`config.mk`:
```
export PLATFORM = sky130hd
export DESIGN_NAME = mux4_scan_ctrl
export DESIGN_NICKNAME = d
export VERILOG_FILES = /design/src/rtl/mux4_scan_ctrl.sv
export SDC_FILE = /design/constraint.sdc
export NUM_CORES = 1
export LEC_CHECK = 0
export CAP_MARGIN = 20
export CORE_MARGIN = 2
export CORE_UTILIZATION = 35
export DETAILED_ROUTE_END_ITERATION = 10
export DONT_BUFFER_PORTS = 1
export SYNTH_ARGS = -nofsm -noshare
export SYNTH_HDL_FRONTEND = slang
export SYNTH_SLANG_ARGS = --single-unit
```
`constraint.sdc`:
```
create_clock -name clk -period 1.7 [get_ports clk]
set_input_delay 0.17 -clock clk [delete_from_list [all_inputs] [get_ports clk]]
set_output_delay 0.17 -clock clk [all_outputs]
set_load 0.01 [all_outputs]
```
`src/rtl/mux4_scan_ctrl.sv`:
```
// mux4_scan_ctrl: round-robin scan of a 4:1 mux into a 4-bit frame with a valid pulse
module mux4_scan_ctrl #(
  parameter int DWELL = 2,
  parameter int CW = 4
) (
  input  logic       clk,
  input  logic       rst,
  input  logic       start,
  input  logic       cont,
  input  logic       mux_y,
  output logic       s0,
  output logic       s1,
  output logic [3:0] frame,
  output logic       valid,
  output logic       busy
);
  typedef enum logic {IDLE, SCAN} state_t;
  state_t state;
  logic [1:0] ch;
  logic [CW-1:0] cnt;
  logic [2:0] shadow;
  assign s0 = ch[0];
  assign s1 = ch[1];
  // scan sequencer: dwell on each channel, capture y on the last dwell edge, publish the frame after channel 3
  always_ff @(posedge clk) begin
    if (rst) begin
      state <= IDLE;
      ch <= 2'd0;
      cnt <= '0;
      shadow <= 3'b000;
      frame <= 4'b0000;
      valid <= 1'b0;
      busy <= 1'b0;
    end else begin
      valid <= 1'b0;
      if (state == IDLE) begin
        if (start) begin
          state <= SCAN;
          busy <= 1'b1;
          ch <= 2'd0;
          cnt <= '0;
        end
      end else if (cnt == CW'(DWELL - 1)) begin
        cnt <= '0;
        if (ch != 2'd3) begin
          shadow[ch] <= mux_y;
          ch <= ch + 2'd1;
        end else begin
          frame <= {mux_y, shadow};
          valid <= 1'b1;
          ch <= 2'd0;
          if (!cont) begin
            state <= IDLE;
            busy <= 1'b0;
          end
        end
      end else begin
        cnt <= cnt + 1'b1;
      end
    end
  end
endmodule

```
==> results of run 1 <==
==> state kept, by name (all words and copies together) (netlist names) <==
name    count
frame       4
shadow      3
cnt         4
ch          2
valid       1
state       1
busy        1
==> power by group <==
part / internal [mW] / switching [mW]
sequential: 0.382 / 0.00658
clock: 0.131 / 0.122
combinational: 0.0278 / 0.0335
==> worst max-delay path: stages (launching register included) <==
cell	delay, ns
dfxtp_1	0.35
or4b_4	0.59
or4_1	0.41
a31oi_1	0.16
==> synthesized netlist by cell type <==
library cell   n  area share
dfxtp_1       16        0.42
nand2b_1       8       0.066
mux2i_1        7       0.092
nor3_1         7       0.046
nand2_1        6       0.030
a21oi_1        5       0.033
ha_1           5       0.082
nand3_1        5       0.033
a31oi_1        3       0.025
clkbuf_1       3       0.015
inv_1          3       0.015
nor2_1         3       0.015
o21ai_0        3       0.020
nor4b_1        2       0.023
a41oi_1        1       0.011
and3_1         1      0.0082
buf_2          1      0.0066
buf_4          1      0.0098
nand4b_1       1       0.011
nor2b_1        1      0.0082
o21a_1         1      0.0098
or4_1          1      0.0098
or4b_1         1       0.013
==> repair_timing <==
item,4_1_cts,5_1_grt
hold endpoints to repair,9,0
endpoints found under the setup margin,0,1
hold buffers,2,0
resized for setup,0,2
==> worst max-delay path by stage <==
stage            from        end  slack [ns]  cells after the start
2_1_floorplan  cnt[0]      ch[0]         0.1                      5
3_3_place_gp   cnt[3]      ch[0]        0.12                      3
3_5_place_dp   cnt[3]      ch[0]         0.1                      3
5_1_grt        cnt[3]      ch[0]        0.07                      3
6_report       cnt[3]      ch[0]        0.13                      3
4_1_cts        cnt[3]  shadow[0]        0.05                      3
==> through the flow <==
step                      setup WS (ns)   util  instance area, µm²
after floorplan                  0.0998      -                 763
after global placement            0.121  0.405                 811
after detailed placement         0.0967  0.405                 811
after CTS                        0.0511  0.433                 867
after global routing             0.0718  0.438                 877
final                             0.132  0.438                 877
==> cell usage in the layout (no fill, tap or decap), types with 2 or more instances in the layout <==
| master | synthesis | routed |
|---|---|---|
| nor2_1 | 3 | 3 |
| ha_1 | 5 | 5 |
| inv_1 | 3 | 3 |
| nand2b_1 | 8 | 8 |
| nand2_1 | 6 | 6 |
| clkbuf_4 | 0 | 3 |
| mux2i_1 | 7 | 7 |
| a31oi_1 | 3 | 3 |
| dfxtp_1 | 16 | 16 |
| nor3_1 | 7 | 7 |
| a21oi_1 | 5 | 5 |
| nand3_1 | 5 | 5 |
| dlygate4sd3_1 | 0 | 2 |
| o21ai_0 | 3 | 3 |
| buf_4 | 1 | 5 |
==> routing by layer <==
metal	track usage	part of all wire	vias to the layer above
met4	0.0315	0	0
met5	0	0	-
met1	0.185	0.45	289
met2	0.221	0.49	23
li1	-	-	312
met3	0.0625	0.061	0
==> cell type report <==
cell class	count	area, µm²	area share
inverters	3	11.3	0.0128
repair buffers	7	57.6	0.0656
multi-input cells	61	418	0.476
well taps	27	33.8	0.0385
clock buffers	4	36.3	0.0414
flip-flops and latches	16	320	0.365
==> cell families (layout without fill, tap and decap cells) <==
group	Yosys count	count (layout)	share of synthesized area
buffers and inverters	8	14	0.0459
flip-flops	16	16	0.420
adder cells (fa/ha/maj)	5	5	0.0820
AO/OA/AOI/OAI	13	13	0.0984
AND/OR/NAND/NOR	36	36	0.262
multiplexers	7	7	0.0918
==> impl_metrics.json, run 1 <==
{
  "status": "finished, final reports clean",
  "ant_nets": 0,
  "rsz0062_at_grt": "false",
  "cts_buffers": 3,
  "wire_per_inst_um": 13.6,
  "htree_levels": 1,
  "grt_max_degree": 18,
  "firstDrtPassIters": 4,
  "syn_avg_cell_area_um2": 8.98,
  "ys_ff_latch": 16,
  "synthToLayoutAreaGrowth_pct": 14.9,
  "ioPinCount": 13,
  "place_congestion": 0.753,
  "power_mw": 0.703,
  "diodes": 0,
  "ys_seq_area_frac": 0.420,
  "fin_worst_skew_ns": 0.0116,
  "dp_cells": 112,
  "hp-class": "input pin to flop",
  "grt_overflow": 0,
  "die_w_um": 50.7,
  "syn_nets": 95,
  "min_period_ns": 1.57,
  "yosys_warnings": 0,
  "r2r_slack_ns": 0.13,
  "core_um2": 2000,
  "final_nets": 102,
  "setup_tns_ns": 0,
  "hold_viol": 0,
  "min_from": "rst",
  "reg2reg_from": "cnt[3]",
  "antenna_found_initial": 0,
  "critical_path_arrival_ns": 1.80,
  "end_kind": "flop",
  "worst_pin_slew_ns": 0.380,
  "drc": 0,
  "grt_pass1_vias": 631,
  "syn_area_um2": 763,
  "stdcell_count": 118,
  "p_leak_nw": 0.320,
  "power.density_nw_per_um2": 801,
  "grt_pass1_wl_um": 2770,
  "hold_ws_ns": 0.0196,
  "peakVddDrop_mv": 0.472,
  "maxCapViolCount": 0,
  "max_freq_ghz": 0.638,
  "slew_violations": 0,
  "viasPerCell": 5.29,
  "dieArea_um2": 2570,
  "clk_path_buf_depth": 2,
  "hold_path_depth": 2,
  "route.vias.total": 624,
  "nFillCells": 209,
  "crit_type": "flop to flop",
  "dr.first_iter.drc_count": 24,
  "cts_tree": "done",
  "startpoint_type": "flop",
  "reg2regPathDepth": 3,
  "dp_hpwl_um": 1120,
  "layout-drive-gt1-share": 0.121,
  "worstSkewPairLatency_ns": 0.29,
  "std_cell_rows": 16,
  "timing.rr.end": "ch[0]",
  "relSlewSlack": 0.746,
  "cts-root-buf": "clkbuf_4",
  "cts.sinks": 16,
  "gr-usage-all-layers": 0.144,
  "drt_wl_total_um": 1600,
  "setup_violations": 0,
  "die_y_um": 50.7,
  "syn_inst": 85,
  "port_buffers": 0,
  "period_share": 0.922,
  "crit_fanout": 6,
  "initial_core_util": 0.381,
  "clk_pin_slew_ns": 0.10,
  "synth_cell_types": 23,
  "required_ns": 1.93,
  "hold_end": "state",
  "post_cts.repair.setup_buffers": 0
}
No activity file was read; power rests on OpenSTA's default activity.
==> run 2: changes to the inputs <==
Settings changed: DONT_BUFFER_PORTS 1 to default, GPL_TIMING_DRIVEN from default to 0.
==> run 2 against run 1 <==
- critical path depth increased by 2
- core utilization is 6.3 points higher
- fmax shrank 6.9%
- cell area increased by 14%
- hold slack gained 0.46 ns
- largest cell class unchanged
==> impl_metrics.json, run 2 (synthesis results as in run 1) <==
{
  "status": "finished, final reports clean",
  "p_leak_nw": 0.363,
  "grt_max_degree": 11,
  "initial_core_util": 0.381,
  "final_common_cell": "dfxtp_1",
  "cts_buffers": 3,
  "mostFrequentLayoutCells": "dfxtp_1 (14), clkdlybuf4s50_1 (12), nand2b_1 (8)",
  "die_y_um": 50.7,
  "end_kind": "flop",
  "drc": 0,
  "p_sw_mw": 0.166,
  "p_clk_frac": 0.348,
  "p_comb_frac": 0.114,
  "viasPerCell": 5.06,
  "relSlewSlack": 0.634,
  "maxCapViolCount": 0,
  "place_congestion": 0.771,
  "reg_top3": "cnt: 4 flops, frame: 4 flops, shadow: 3 flops",
  "dr.first_iter.drc_count": 5,
  "rsz0062_at_grt": "true",
  "grt_pass1_wl_um": 2550,
  "worst_pin_slew_ns": 0.541,
  "nFillCells": 205,
  "crit_type": "flop to flop",
  "slew_violations": 0,
  "setup_violations": 0,
  "ioPinCount": 13,
  "internal_power_mw": 0.555,
  "peakVddDrop_mv": 0.474,
  "hp-class": "flop to flop",
  "die_w_um": 50.7,
  "dp_hpwl_um": 1110,
  "ff_latch_area_um2": 323,
  "core_um2": 2000,
  "max_freq_ghz": 0.594,
  "multi_input_area_um2": 422,
  "port_buffers": 12,
  "hold_ws_ns": 0.478,
  "critical_path_arrival_ns": 1.90,
  "sw_frac_of_total": 0.230,
  "layout-drive-gt1-share": 0.135,
  "period_share": 0.991,
  "cts-root-buf": "clkbuf_4",
  "crit_fanout": 7,
  "clk_pin_slew_ns": 0.10,
  "diodes": 0,
  "cts.sinks": 16,
  "postCtsHoldBufs": 0,
  "antenna_found_initial": 0,
  "clk_path_buf_depth": 2,
  "grt_overflow": 0,
  "route.vias.total": 663,
  "gr-usage-all-layers": 0.136,
  "fin_util": 0.501,
  "setup_tns_ns": 0,
  "wire_per_inst_um": 12.2,
  "seqPwrFrac": 0.538,
  "drt_wl_total_um": 1590,
  "std_cell_rows": 16,
  "final_nets": 115,
  "power.density_nw_per_um2": 719,
  "min_period_ns": 1.68,
  "required_ns": 1.92,
  "hold_viol": 0,
  "ant_nets": 0,
  "grt_pass1_vias": 596,
  "fin_worst_skew_ns": 0.00445,
  "startpoint_type": "flop",
  "dieArea_um2": 2570,
  "worstSkewPairLatency_ns": 0.29,
  "cts_tree": "done",
  "firstDrtPassIters": 3,
  "htree_levels": 1,
  "synthToLayoutAreaGrowth_pct": 31.3
}
run 2: repair_timing:
item	4_1_cts	5_1_grt
gates resized for setup	1	7
endpoints found under the setup margin	1	2
setup buffers	0	3
pin swaps	1	1
run 2: area by class of cell:
type / instances / share of cell area
tap: 27 / 0.0337
clock buffer: 4 / 0.0362
timing repair buffer: 15 / 0.142
inverter: 3 / 0.0112
buffer: 5 / 0.0337
sequential: 16 / 0.322
multi-input combinational: 61 / 0.421
run 2: per-layer routing:
layer / track usage / vias up / wire length, µm
met5: 0 / - / 0
met4: 0.0811 / 0 / 32
met3: 0.0298 / 4 / 45
met2: 0.221 / 9 / 798
met1: 0.162 / 314 / 717
li1: - / 336 / -
run 2: final timing paths:
path	startpoint	endpoint	slack (ns)	cells past startpoint
max reg2reg	cnt[0]	ch[0]	0.02	5
min	frame[1]	frame[1]	0.48	2
max	cnt[0]	ch[0]	0.02	5
min reg2reg	frame[1]	frame[1]	0.48	2
run 2: through the flow:
step	instance area (µm²)	std cells	setup slack, ns	power (mW)
5_1_grt	1000	131	-0.0431	0.752
4_1_cts	956	128	0.0255	0.716
6_report	1000	131	0.0159	0.720
3_3_place_gp	917	124	-0.00416	0.463
2_1_floorplan	763	85	0.0998	0.436
3_5_place_dp	917	124	0.000836	0.464
run 2: power by group through the flow:
stage          combinational (mW)  clock [mW]  sequential, mW
2_1_floorplan              0.0404           0           0.396
3_3_place_gp               0.0682           0           0.395
3_5_place_dp               0.0687           0           0.395
4_1_cts                    0.0701       0.259           0.387
5_1_grt                    0.0914       0.272           0.389
6_report                   0.0824       0.251           0.387
run 2: worst max-delay path, stage by stage, from the launching register on:
cell and delay [ns]:
dfxtp_2 0.33, buf_6 0.11, or4b_4 0.45, buf_6 0.15, or4_4 0.40, a31oi_1 0.18
==> RTL change 1: new RTL, flow settings as in run 1 <==
`CW`: 4 -> 2.
--- a/src/rtl/mux4_scan_ctrl.sv
+++ b/src/rtl/mux4_scan_ctrl.sv
@@ -1,7 +1,7 @@
 // mux4_scan_ctrl: round-robin scan of a 4:1 mux into a 4-bit frame with a valid pulse
 module mux4_scan_ctrl #(
   parameter int DWELL = 2,
-  parameter int CW = 4
+  parameter int CW = 2
 ) (
   input  logic       clk,
   input  logic       rst,
Check against the original RTL: no difference found for any inputs over 10 cycles, from zero or initial values and one cycle with rst high; that may be too few to reach the edited logic, so the function may still have changed.
==> RTL change 1 against run 1 <==
  * Design area is 18% lower
  * Sequential share of layout area is 2.2 points higher
  * Synthesized area is 14% lower
  * Non-clock buffer count is 4 lower
  * Critical path type unchanged
  * Cell count is 23% lower
  * Sequential cell count is 2 lower
  * Worst setup slack better by 0.30 ns
  * Wire length is 28% lower
Power is not compared: it rests on default switching activity, and its combinational part moved more than twofold at a synthesized area within 25%.
==> RTL change 1: results (changes against run 1) <==
STATUS
------------------------------------------------------------------------
Status                                                      finished, final reports clean   unchanged

LOGIC SYNTHESIS
------------------------------------------------------------------------
Library cells used by synthesis                                       18   was 23
Total nets after synthesis                                            72   was 95
Synthesized area divided by synthesized cell count              10.6 µm²   was 8.98 µm²
Sequential area share after synthesis                              42.7%   was 42.0%

ROUTING
------------------------------------------------------------------------
DR iter-0 viols                                                        2   was 24
Met2 routed WL                                                    530 µm   was 788 µm

FINAL LAYOUT
------------------------------------------------------------------------
Post-route insts no fill                                              91   was 118
Multi-Input Combinational                                             43   was 61
Number of inverters outside the clock class in the layout              2   was 3
Non-clock buffer instance count of the final layout                    3   was 7
Top Registers                                               frame (4), shadow (3)   was cnt (4), frame (4), shadow (3)
Filler instances                                                     187   was 209
Number of sequential storage elements                                 14   was 16
Clock network share of area                                        5.02%   was 4.14%
Final Instance Area                                              723 µm²   was 877 µm²
Fraction of area in multi-input gates                              47.4%   was 47.6%
NonClk Buf Share                                                   3.46%   was 6.56%

SETUP PATH
------------------------------------------------------------------------
CP max stage cell                                                dfxtp_1   was or4b_4
Crit path largest cell delay                                     0.34 ns   was 0.59 ns

GLOBAL ROUTING
------------------------------------------------------------------------
First-pass GRT wire length                                       1810 µm   was 2770 µm

PLACEMENT
------------------------------------------------------------------------
Routability Congestion                                             0.706   was 0.753
Cell Count Post-Placement                                             86   was 112
Post-placement setup slack                                      0.413 ns   was 0.0967 ns
Placed wire-length estimate                                       833 µm   was 1120 µm

TIMING
------------------------------------------------------------------------
Largest clock skew in the final design                        0.00329 ns   was 0.0116 ns

CLOCK TREE
------------------------------------------------------------------------
CTS Hold Bufs                                                          1   was 2

[RTL change 1: cell count changes after synthesis, moves of 2 or more]
| cell | change |
|---|---|
| a31oi_1 | -3 |
| dfxtp_1 | -2 |
| nand2_1 | -6 |
| mux2i_1 | -3 |
| clkbuf_1 | -2 |
| buf_6 | +2 |
| o21ai_1 | +2 |
| nor3_1 | -6 |
| nand2b_1 | -2 |
| nand3b_1 | +5 |
| nor4b_1 | -2 |
| nor3b_2 | +3 |
| nand3_1 | -3 |
[RTL change 1: metal layers]
layer  track usage (%)  vias to the layer above
met2              16.8                       10
met5                 0                        -
li1                  -                      221
met4              1.67                        0
met3              7.69                        0
met1              15.9                      202
[RTL change 1: logic make-up after synthesis]
kind of cell / share of synthesized area, %
AND/OR/NAND/NOR: 29.7
flip-flops: 42.7
AO/OA/AOI/OAI: 6.86
buffers and inverters: 5.14
adder cells (fa/ha/maj): 9.52
multiplexers: 6.10
[RTL change 1: power groups by stage]
stage,clock [mW],combinational [mW],sequential [mW]
global route,0.252,0.0320,0.346
floorplan,0,0.0338,0.346
CTS,0.241,0.0290,0.345
finish,0.236,0.0285,0.345
detailed placement,0,0.0250,0.353
global placement,0,0.0245,0.352
[RTL change 1: path summary, 6_finish.rpt]
check	startpoint	endpoint	slack (ns)	cells past startpoint
setup / recovery	ch[1]$_SDFFE_PP0P_	frame[1]$_SDFFE_PP0P_	0.43	4
setup reg to reg	ch[1]$_SDFFE_PP0P_	frame[1]$_SDFFE_PP0P_	0.43	4
hold / removal	rst	cnt[1]$_SDFFE_PP0P_	0.05	2
hold reg to reg	shadow[2]$_SDFFE_PP0P_	shadow[2]$_SDFFE_PP0P_	0.49	2
==> RTL change 2: new RTL, settings of run 1 <==
Made on the original files. Register the outputs `s0` and `s1`, with the module's reset; this adds one clock of latency there. The other outputs are not delayed to match.
--- a/src/rtl/mux4_scan_ctrl.sv
+++ b/src/rtl/mux4_scan_ctrl.sv
@@ -19,8 +19,15 @@
   logic [1:0] ch;
   logic [CW-1:0] cnt;
   logic [2:0] shadow;
-  assign s0 = ch[0];
-  assign s1 = ch[1];
+  always_ff @(posedge clk) begin
+    if (rst) begin
+      s0 <= '0;
+      s1 <= '0;
+    end else begin
+      s0 <= ch[0];
+      s1 <= ch[1];
+    end
+  end
   // scan sequencer: dwell on each channel, capture y on the last dwell edge, publish the frame after channel 3
   always_ff @(posedge clk) begin
     if (rst) begin
Behaviour: not the same (a bounded check fails within 4 cycles, from zero or initial values and one cycle with rst high).
==> RTL change 2 against run 1 <==
  * Utilization down 3.7 points
  * Wire length decreased by 8.0%
  * Clock skew is 0.0092 ns lower
  * Power fell by 4.2%
  * Synthesized area increased by 7.2%
  * Design area increased by 1.1%
  * Via count is 3.8% lower
  * Sequential cell count rose by 2
  * Critical path depth unchanged
  * Worst setup slack gained 0.20 ns
  * Largest cell class unchanged
==> RTL change 2: results (changes against run 1) <==
LOGIC SYNTHESIS
-------------------------------------------------------------------
Library cells used by synthesis                                  24   was 23
Share of synthesized area spent on multiplexers               8.56%   was 9.18%
Biggest area contributors in the synthesized netlist   dfxtp_1 44%, mux2i_1 8.6%, ha_1 7.6%   was dfxtp_1 42%, mux2i_1 9.2%, ha_1 8.2%
Synth top cells by count                               18 x dfxtp_1, 9 x nand2b_1, 7 x mux2i_1   was 16 x dfxtp_1, 8 x nand2b_1, 7 x mux2i_1, 7 x nor3_1, 6 x nand2_1
Sequential area share after synthesis                         44.0%   was 42.0%
Total nets after synthesis                                       94   was 95
Adder-cell share of the synthesized area                      7.65%   was 8.20%
Compound-cell area share of the yosys netlist                 9.02%   was 9.84%

PLACEMENT
-------------------------------------------------------------------
Routability Congestion                                        0.783   was 0.753
Post-placement setup slack                                 0.363 ns   was 0.0967 ns
Placed wire-length estimate                                 1020 µm   was 1120 µm
Placement Cell Area                                         835 µm²   was 811 µm²

SETUP PATH
-------------------------------------------------------------------
Peak fanout along the critical path                              10   was 6
Worst path arrival time                                     1.58 ns   was 1.80 ns
Top cell family by delay on the critical path          simple AND/OR/NAND/NOR gates   unchanged
CP max stage cell                                           dfxtp_1   was or4b_4
Crit path largest cell delay                                0.47 ns   was 0.59 ns

ROUTING
-------------------------------------------------------------------
Wirelength per Cell                                         12.8 µm   was 13.6 µm
Total number of vias                                            600   was 624
DR iter-0 viols                                                   3   was 24

STATUS
-------------------------------------------------------------------
Status                                                 finished, final reports clean   unchanged

GLOBAL ROUTING
-------------------------------------------------------------------
Tot GR Track Use                                              12.1%   was 14.4%
First-pass GRT wire length                                  2390 µm   was 2770 µm
Via count of the first global-routing pass                      557   was 631

POWER
-------------------------------------------------------------------
Leak pwr                                                   0.341 nW   was 0.320 nW
Worst VDD drop                                             0.472 mV   about the same

FINAL LAYOUT
-------------------------------------------------------------------
Share of layout cells above drive strength 1                  6.90%   was 12.1%
Nets                                                             99   was 102

TIMING
-------------------------------------------------------------------
Largest clock skew in the final design                   0.00240 ns   was 0.0116 ns

==> RTL change 2: through the flow <==
| stage | total power, mW | cells |
|---|---|---|
| final | 0.673 | 115 |
| after global routing | 0.714 | 115 |
| after CTS | 0.685 | 114 |
| after detailed placement | 0.474 | 109 |
| after global placement | 0.473 | 109 |
| after floorplan | 0.474 | 84 |
==> RTL change 2: cell families after synthesis <==
logic type	after synthesis
compound gates	13
fa+ha+maj	5
buf+inv	6
flops	18
mux	7
simple gates	35
==> RTL change 2: repair_timing <==
item | in CTS | in global routing
buffers inserted | 0 | 0
hold buffers | 2 | 1
endpoints found under the hold margin | 8 | 1
==> RTL change 2: area by class of cell <==
class	instances	area [µm²]
Fill cell	226	1330
Multi-Input combinational cell	60	428
Sequential cell	18	360
Tap cell	28	35.0
Timing Repair Buffer	3	30.0
Clock buffer	3	22.5
Inverter	3	11.3
==> RTL change 2: worst paths after layout <==
| kind | depth (start not counted) | slack (ns) | to | startpoint |
|---|---|---|---|---|
| min reg2reg | 2 | 0.49 | frame[1]$_SDFFE_PP0P_ | shadow[1]$_SDFFE_PP0P_ |
| min | 2 | 0.04 | state$_SDFF_PP0_ | rst |
| max reg2reg | 3 | 0.33 | frame[0]$_SDFFE_PP0P_ | state$_SDFF_PP0_ |
| max | 3 | 0.33 | frame[0]$_SDFFE_PP0P_ | state$_SDFF_PP0_ |
==> RTL change 2: per-layer routing <==
metal  wire [µm]  GRT usage, %  share of wire [%]  up-vias
met5           0             0                  0        -
met4          17          8.97                1.2        0
met3          66          5.43                4.5        2
met2         702          17.3                 48        7
met1         685          14.0                 47      291
li1            -             -                  -      300
==> RTL change 2: power by group through the flow <==
stage               clock [mW]  sequential, mW  combinational (mW)
floorplan                    0           0.444              0.0300
global placement             0           0.445              0.0276
detailed placement           0           0.446              0.0280
CTS                      0.214           0.436              0.0348
global route             0.236           0.437              0.0403
finish                   0.200           0.437              0.0363
